[src/rtl/mem_port_arb_pkg.sv]
// Shared definitions for the memory port arbiter slice.
//   bus_cmd_e : memory bus command encoding (BUS_NONE / BUS_LOAD / BUS_STORE)
//   owner_e   : which requester owns an outstanding load tag
//   popcount16: number of set bits in a 16-bit vector
package mem_port_arb_pkg;

  typedef enum logic [1:0] {
    BUS_NONE  = 2'd0,
    BUS_LOAD  = 2'd1,
    BUS_STORE = 2'd2
  } bus_cmd_e;

  typedef enum logic {
    OWN_IMEM = 1'b0,
    OWN_DMEM = 1'b1
  } owner_e;

  localparam int unsigned NUM_TAGS = 16;

  function automatic logic [3:0] popcount16(input logic [15:0] v);
    logic [3:0] n;
    n = '0;
    for (int unsigned i = 0; i < NUM_TAGS; i++) begin
      n = n + {3'b000, v[i]};
    end
    return n;
  endfunction

endpackage

[src/rtl/mem_port_arb_if.sv]
// Bundle of all requester, memory-port and status signals of mem_port_arb.
//   slave  : view used by the arbiter (requests/memory replies in, port/routing out)
//   master : view used by the environment driving the arbiter
interface mem_port_arb_if;
  import mem_port_arb_pkg::*;

  bus_cmd_e    imem_cmd_i;
  logic [63:0] imem_addr_i;
  logic [63:0] imem_data_i;
  bus_cmd_e    dmem_cmd_i;
  logic [63:0] dmem_addr_i;
  logic [63:0] dmem_data_i;

  logic [3:0]  imem_response_o;
  logic [3:0]  dmem_response_o;
  logic [3:0]  imem_tag_o;
  logic [3:0]  dmem_tag_o;
  logic [63:0] imem_data_o;
  logic [63:0] dmem_data_o;

  bus_cmd_e    proc2mem_command_o;
  logic [63:0] proc2mem_addr_o;
  logic [63:0] proc2mem_data_o;

  logic [3:0]  mem2proc_response_i;
  logic [3:0]  mem2proc_tag_i;
  logic [63:0] mem2proc_data_i;

  logic [3:0]  outstanding_o;
  logic        tag_err_o;

  modport slave (
    input  imem_cmd_i, imem_addr_i, imem_data_i,
    input  dmem_cmd_i, dmem_addr_i, dmem_data_i,
    input  mem2proc_response_i, mem2proc_tag_i, mem2proc_data_i,
    output imem_response_o, dmem_response_o, imem_tag_o, dmem_tag_o,
    output imem_data_o, dmem_data_o,
    output proc2mem_command_o, proc2mem_addr_o, proc2mem_data_o,
    output outstanding_o, tag_err_o
  );

  modport master (
    output imem_cmd_i, imem_addr_i, imem_data_i,
    output dmem_cmd_i, dmem_addr_i, dmem_data_i,
    output mem2proc_response_i, mem2proc_tag_i, mem2proc_data_i,
    input  imem_response_o, dmem_response_o, imem_tag_o, dmem_tag_o,
    input  imem_data_o, dmem_data_o,
    input  proc2mem_command_o, proc2mem_addr_o, proc2mem_data_o,
    input  outstanding_o, tag_err_o
  );
endinterface

[src/rtl/mem_port_arb_rr_arb2.sv]
// Two-way round-robin arbiter with grant hold.
//   clk, rst  : clock, synchronous active-high reset
//   req_i     : request lines (bit 0 imem, bit 1 dmem)
//   lock_i    : keep last cycle's grant while that requester still requests
//   accept_i  : the current grant was accepted; advances the round-robin pointer
//   grant_o   : one-hot grant (combinational)
module rr_arb2
  import mem_port_arb_pkg::*;
(
  input  logic       clk,
  input  logic       rst,
  input  logic [1:0] req_i,
  input  logic       lock_i,
  input  logic       accept_i,
  output logic [1:0] grant_o
);

  // Winner of the last accepted transfer; the other side is favoured next.
  owner_e     last_q, last_d;
  logic [1:0] held_q;

  always_comb begin
    grant_o = '0;
    if (lock_i && |(held_q & req_i)) begin
      grant_o = held_q;
    end else if (req_i == 2'b11) begin
      grant_o = (last_q == OWN_DMEM) ? 2'b01 : 2'b10;
    end else begin
      grant_o = req_i;
    end

    last_d = last_q;
    if (accept_i && |grant_o) begin
      last_d = grant_o[1] ? OWN_DMEM : OWN_IMEM;
    end
  end

  always_ff @(posedge clk) begin
    if (rst) begin
      last_q <= OWN_IMEM;
      held_q <= '0;
    end else begin
      last_q <= last_d;
      held_q <= grant_o;
    end
  end

endmodule

[src/rtl/mem_port_arb.sv]
// Arbitrates an instruction-fetch and a data requester onto one memory port
// and routes returning load tags back to the requester that issued them.
//   clk, rst : clock, synchronous active-high reset
//   bus      : requester commands, memory port, memory replies, per-requester
//              accept/return tags, outstanding-load count and sticky tag error
module mem_port_arb
  import mem_port_arb_pkg::*;
(
  input  logic           clk,
  input  logic           rst,
  mem_port_arb_if.slave  bus
);

  typedef enum logic {ARB_FREE, ARB_LOCKED} arb_state_e;

  arb_state_e  state_q, state_d;
  logic [1:0]  req, grant;
  logic        issued, accepted;
  logic [15:0] pending_q, pending_d;
  logic [15:0] owner_q, owner_d;   // 1 = OWN_DMEM
  logic        err_q, err_d;
  logic [3:0]  outstanding_q;

  // Requests are masked during reset so the port and all routing stay idle.
  assign req[0] = !rst && (bus.imem_cmd_i != BUS_NONE);
  assign req[1] = !rst && (bus.dmem_cmd_i != BUS_NONE);

  rr_arb2 u_rr (
    .clk      (clk),
    .rst      (rst),
    .req_i    (req),
    .lock_i   (state_q == ARB_LOCKED),
    .accept_i (|bus.mem2proc_response_i),
    .grant_o  (grant)
  );

  assign issued   = |grant;
  assign accepted = issued && (bus.mem2proc_response_i != '0);

  always_comb begin
    bus.proc2mem_command_o = BUS_NONE;
    bus.proc2mem_addr_o    = '0;
    bus.proc2mem_data_o    = '0;
    if (grant[0]) begin
      bus.proc2mem_command_o = bus.imem_cmd_i;
      bus.proc2mem_addr_o    = bus.imem_addr_i;
      bus.proc2mem_data_o    = bus.imem_data_i;
    end else if (grant[1]) begin
      bus.proc2mem_command_o = bus.dmem_cmd_i;
      bus.proc2mem_addr_o    = bus.dmem_addr_i;
      bus.proc2mem_data_o    = bus.dmem_data_i;
    end
    bus.imem_response_o = grant[0] ? bus.mem2proc_response_i : '0;
    bus.dmem_response_o = grant[1] ? bus.mem2proc_response_i : '0;

    state_d = (issued && !accepted) ? ARB_LOCKED : ARB_FREE;
  end

  // Return routing reads the current table (old owner); a same-tag accept
  // is applied afterwards so the new entry wins in the next-state table.
  always_comb begin
    pending_d      = pending_q;
    owner_d        = owner_q;
    err_d          = err_q;
    bus.imem_tag_o = '0;
    bus.dmem_tag_o = '0;
    if (!rst && bus.mem2proc_tag_i != '0) begin
      if (pending_q[bus.mem2proc_tag_i]) begin
        if (owner_q[bus.mem2proc_tag_i]) bus.dmem_tag_o = bus.mem2proc_tag_i;
        else                             bus.imem_tag_o = bus.mem2proc_tag_i;
        pending_d[bus.mem2proc_tag_i] = 1'b0;
      end else begin
        err_d = 1'b1;
      end
    end
    if (accepted && bus.proc2mem_command_o == BUS_LOAD) begin
      pending_d[bus.mem2proc_response_i] = 1'b1;
      owner_d[bus.mem2proc_response_i]   = grant[1];
    end
  end

  always_ff @(posedge clk) begin
    if (rst) begin
      state_q       <= ARB_FREE;
      pending_q     <= '0;
      owner_q       <= '0;
      err_q         <= 1'b0;
      outstanding_q <= '0;
    end else begin
      state_q       <= state_d;
      pending_q     <= pending_d;
      owner_q       <= owner_d;
      err_q         <= err_d;
      outstanding_q <= popcount16(pending_d);
    end
  end

  assign bus.imem_data_o   = bus.mem2proc_data_i;
  assign bus.dmem_data_o   = bus.mem2proc_data_i;
  assign bus.outstanding_o = outstanding_q;
  assign bus.tag_err_o     = err_q;

endmodule

[src/flat_wrapper.sv]
// flat-port wrapper written by rule: the top's interface ports become plain ports
module mem_port_arb_flat import mem_port_arb_pkg::*;
  (clk, rst, bus_imem_cmd_i, bus_imem_addr_i, bus_imem_data_i, bus_dmem_cmd_i, bus_dmem_addr_i, bus_dmem_data_i, bus_mem2proc_response_i, bus_mem2proc_tag_i, bus_mem2proc_data_i, bus_imem_response_o, bus_dmem_response_o, bus_imem_tag_o, bus_dmem_tag_o, bus_imem_data_o, bus_dmem_data_o, bus_proc2mem_command_o, bus_proc2mem_addr_o, bus_proc2mem_data_o, bus_outstanding_o, bus_tag_err_o);
  mem_port_arb_if bus_i ();
  input  logic clk;
  input  logic rst;
  input wire logic [$bits(bus_i.imem_cmd_i)-1:0] bus_imem_cmd_i;
  input wire logic [$bits(bus_i.imem_addr_i)-1:0] bus_imem_addr_i;
  input wire logic [$bits(bus_i.imem_data_i)-1:0] bus_imem_data_i;
  input wire logic [$bits(bus_i.dmem_cmd_i)-1:0] bus_dmem_cmd_i;
  input wire logic [$bits(bus_i.dmem_addr_i)-1:0] bus_dmem_addr_i;
  input wire logic [$bits(bus_i.dmem_data_i)-1:0] bus_dmem_data_i;
  input wire logic [$bits(bus_i.mem2proc_response_i)-1:0] bus_mem2proc_response_i;
  input wire logic [$bits(bus_i.mem2proc_tag_i)-1:0] bus_mem2proc_tag_i;
  input wire logic [$bits(bus_i.mem2proc_data_i)-1:0] bus_mem2proc_data_i;
  output wire logic [$bits(bus_i.imem_response_o)-1:0] bus_imem_response_o;
  output wire logic [$bits(bus_i.dmem_response_o)-1:0] bus_dmem_response_o;
  output wire logic [$bits(bus_i.imem_tag_o)-1:0] bus_imem_tag_o;
  output wire logic [$bits(bus_i.dmem_tag_o)-1:0] bus_dmem_tag_o;
  output wire logic [$bits(bus_i.imem_data_o)-1:0] bus_imem_data_o;
  output wire logic [$bits(bus_i.dmem_data_o)-1:0] bus_dmem_data_o;
  output wire logic [$bits(bus_i.proc2mem_command_o)-1:0] bus_proc2mem_command_o;
  output wire logic [$bits(bus_i.proc2mem_addr_o)-1:0] bus_proc2mem_addr_o;
  output wire logic [$bits(bus_i.proc2mem_data_o)-1:0] bus_proc2mem_data_o;
  output wire logic [$bits(bus_i.outstanding_o)-1:0] bus_outstanding_o;
  output wire logic [$bits(bus_i.tag_err_o)-1:0] bus_tag_err_o;
  assign bus_i.imem_cmd_i = bus_imem_cmd_i;
  assign bus_i.imem_addr_i = bus_imem_addr_i;
  assign bus_i.imem_data_i = bus_imem_data_i;
  assign bus_i.dmem_cmd_i = bus_dmem_cmd_i;
  assign bus_i.dmem_addr_i = bus_dmem_addr_i;
  assign bus_i.dmem_data_i = bus_dmem_data_i;
  assign bus_i.mem2proc_response_i = bus_mem2proc_response_i;
  assign bus_i.mem2proc_tag_i = bus_mem2proc_tag_i;
  assign bus_i.mem2proc_data_i = bus_mem2proc_data_i;
  assign bus_imem_response_o = bus_i.imem_response_o;
  assign bus_dmem_response_o = bus_i.dmem_response_o;
  assign bus_imem_tag_o = bus_i.imem_tag_o;
  assign bus_dmem_tag_o = bus_i.dmem_tag_o;
  assign bus_imem_data_o = bus_i.imem_data_o;
  assign bus_dmem_data_o = bus_i.dmem_data_o;
  assign bus_proc2mem_command_o = bus_i.proc2mem_command_o;
  assign bus_proc2mem_addr_o = bus_i.proc2mem_addr_o;
  assign bus_proc2mem_data_o = bus_i.proc2mem_data_o;
  assign bus_outstanding_o = bus_i.outstanding_o;
  assign bus_tag_err_o = bus_i.tag_err_o;
  mem_port_arb u_core (.clk(clk), .rst(rst), .bus(bus_i));
endmodule
[config.mk]
export PLATFORM = sky130hd
export DESIGN_NAME = mem_port_arb_flat
export DESIGN_NICKNAME = d
export VERILOG_FILES = /design/src/rtl/mem_port_arb_pkg.sv /design/src/rtl/mem_port_arb_if.sv /design/src/rtl/mem_port_arb_rr_arb2.sv /design/src/rtl/mem_port_arb.sv /design/src/flat_wrapper.sv
export SDC_FILE = /design/constraint.sdc
export NUM_CORES = 1
export LEC_CHECK = 0
export CAP_MARGIN = 20
export CORE_AREA = 2 2 240 242
export DETAILED_ROUTE_END_ITERATION = 7
export DIE_AREA = 0 0 242 244
export PLACE_DENSITY_LB_ADDON = 0.05
export SLEW_MARGIN = 10
export SYNTH_ARGS = -nofsm -noshare
export SYNTH_HDL_FRONTEND = slang
export SYNTH_SLANG_ARGS = --single-unit
[constraint.sdc]
create_clock -name clk -period 7.3 [get_ports clk]
set_input_delay 1.46 -clock clk [delete_from_list [all_inputs] [get_ports clk]]
set_output_delay 1.46 -clock clk [all_outputs]
set_load 0.005 [all_outputs]
==> results.ini <==
[sta]
finalClockSkew_ns = 0.006584
clock.fmax_mhz = 154.3
grt_setup_unrepaired = no
tightest_slew_ns = 0.7241
setup_viol = 0
hold_viol_final = 0
finalSetupTns_ns = 0
post-route-min-period_ns = 6.480
min_period_over_period_pct = 88.76
slew_headroom_pct = 51.73
holdWs_ns = 0.4590
final_max_slew_viol_count = 0

[cts]
cts-root-buf = clkbuf_16
cts_hold_buf = 0
max-clock-path-buffers = 2
clk_latency_ns = 0.29
cts_resized = 0
htree_num_levels = 2
cts_tree = yes
cts_buffers = 5
post-cts-setup-buffers = 0
clk_pin_slew_ns = 0.06
cts.sinks = 41

[floorplan]
core_area_sq_um = 56170
die_w_um = 242
start_util_pct = 8.398
io-pin-count = 613
die_h_um = 244
rows = 87
dieArea_sq_um = 59050

[status]
outcome = complete, no violations

[synthesis]
synth_ff_type = dfxtp_1
synth_async_sr_flop_share_pct = 0
synth_edf_count = 0
ys_top_cells_by_area = a22o_1, buf_4, dfxtp_1
ys_warn_count = 0
synth_top_area_cell = a22o_1
synth.avg_cell_area_sq_um = 8.334
synth_fp_nets = 915
ys_ff_latch = 41
synth_top_area_share_pct = 24.14
syn_area_sq_um = 4717
seq_area_frac_synth_pct = 17.40
syn_inst = 566
ys_types = 47

[routing]
drc = 0
wl_per_cell_um = 27.06
wl_met2_mm = 21.31
wl_met1_mm = 17.92
first_pass_iters = 4
postRouteAntennaNets = 0
wl_met3_mm = 3.610
routed_wirelength_mm = 43.76
drt_iter0_markers = 217
vias = 5484
top_layer_used = met5
viasPerCell = 3.391

[placed_design]
placedInstanceArea_sq_um = 8994
io_buffers = 420
hpwlAfterDp_mm = 38.11
gp_congestion = 0.8115

[min_path]
hp-class = reg -> reg
hold_path_startpoint = u_core.owner_q[13]
min_path_cells = 2
holdPathEnd = u_core.owner_q[13]

[grt]
antenna_found_initial = 7
gr-total-overflow = 0
grt_pass1_wl_mm = 55.94
grt_max_degree = 74
grt_pass1_vias = 5638
grt_use_total_pct = 14.04

[cells_and_area]
final_common_cell = clkdlybuf4s50_1
nNetsFinal = 1201
final_area_sq_um = 9171
area_growth_pct = 94.43
layout_common_cells = clkdlybuf4s50_1, a22o_1, dfxtp_1
layout-drive-gt1-share_pct = 5.744

[setup_path]
reg2reg_depth = 15
r2r_end = u_core.bus.outstanding_o[2]
required_ns = 7.47
critPathLaunchType = primary input
path_class = in -> reg
cpMostUsedCell = fa_1
cpMaxStageDelayCell = clkdlybuf4s50_1
rr_startpoint = u_core.state_q
critPathMaxFanout = 4
max_stage_delay_ns = 0.61
crit_chain = clkdlybuf4s50_1 > nand4b_1 > o21ai_1 > a2111oi_4 > o21ai_0 > buf_4 > nand2_1 > ha_1 > fa_1 > fa_1 > fa_1 > inv_1 > fa_1 > fa_1 > fa_1 > xor2_1 > nor2_1
crit_start = rst
rrSetupSlack_ns = 2.17
crit_path_end_kind = flop
cp.arrival_ns = 6.65

[power_and_ir_drop]
power-per-cell-area_nw_per_um2 = 118.6
p_total_w = 0.001088
worst_ir_drop_vdd_mv = 0.08366
p_leak_nw = 3.447

[job]
maxCapViolations = 0

-- worst max-delay path by stage --
stage / depth (start not counted) / slack, ns / endpoint
after floorplan: 15 / 1.31 / u_core.bus.outstanding_o[2]
after detailed placement: 16 / 0.40 / u_core.bus.outstanding_o[2]
final: 17 / 0.82 / u_core.bus.outstanding_o[2]
after global routing: 16 / 0.42 / u_core.bus.outstanding_o[2]
after global placement: 16 / 0.48 / u_core.bus.outstanding_o[2]
after CTS: 16 / 0.70 / u_core.bus.outstanding_o[2]
-- flip-flops by register name (all words and copies together), names as in the netlist --
name and flops:
u_core.owner_q 16, u_core.pending_q 16, u_core.bus.outstanding_o 4, u_core.u_rr.held_q 2
u_core.bus.tag_err_o 1, u_core.state_q 1, u_core.u_rr.last_q 1
-- worst max-delay path, delay by kind of cell --
kind | cells | cell delay [ns]
buf+inv | 3 | 0.83
xor+xnor | 1 | 0.14
compound gates | 3 | 0.63
simple gates | 3 | 0.35
fa+ha+maj | 7 | 3.23
-- report_power, final --
| group | total, W | internal [W] | switching [W] |
|---|---|---|---|
| Clock | 0.000248 | 0.000145 | 0.000103 |
| Sequential | 0.000231 | 0.000228 | 0.00000308 |
| Combinational | 0.000609 | 0.000345 | 0.000263 |
| Total | 0.00109 | 0.000719 | 0.000369 |
-- Yosys cell counts (all sizes together) (2+ instances only) --
master	count
mux4	7
xor2	2
and2	12
fa	10
a21oi	18
mux2i	17
a2111oi	2
and4	2
nor2b	4
o21a	4
nor2	19
inv	12
o21ai	31
dfxtp	41
and3	3
buf	145
a22o	130
nand2	36
nor3	9
clkbuf	27
nor3b	2
or3	2
mux2	2
ha	5
nand2b	9
-- cell type report --
type                            instances  area, sq um
Multi-Input combinational cell        340         2703
Sequential cell                        41        820.8
Clock buffer                            7        152.6
Inverter                               13        50.05
Clock inverter                          1        5.005
Tap cell                              756        945.9
Antenna cell                            8        20.02
Fill cell                            6397        47000
Timing Repair Buffer                  451         4474
-- layer usage --
| layer | vias to the layer above | global-route usage (%) |
|---|---|---|
| met5 | - | 0 |
| met4 | 2 | 3.595 |
| met3 | 41 | 4.873 |
| met2 | 372 | 24.15 |
| met1 | 2549 | 16.59 |
| li1 | 2520 | - |
-- through the flow --
stage | setup slack (ns) | std cells | utilization [%]
floorplan | 1.305 | 566 | -
global placement | 0.4767 | 1601 | 16.01
detailed placement | 0.4040 | 1601 | 16.01
CTS | 0.7015 | 1609 | 16.29
global route | 0.4165 | 1612 | 16.31
finish | 0.8204 | 1617 | 16.33
-- kinds of logic after synthesis --
family                     count (synthesis)  share of synthesized area [%]
AOI/OAI and AO/OA                        194                          32.36
adders and majority gates                 15                          5.570
DFF                                       41                          17.40
xor gates and xnor gates                   2                         0.3714
muxes                                     26                          7.825
buffers and inverters                    185                          25.70
and+or+nand+nor                          103                          10.77
Note: power is estimated with default switching activity, not from simulation.
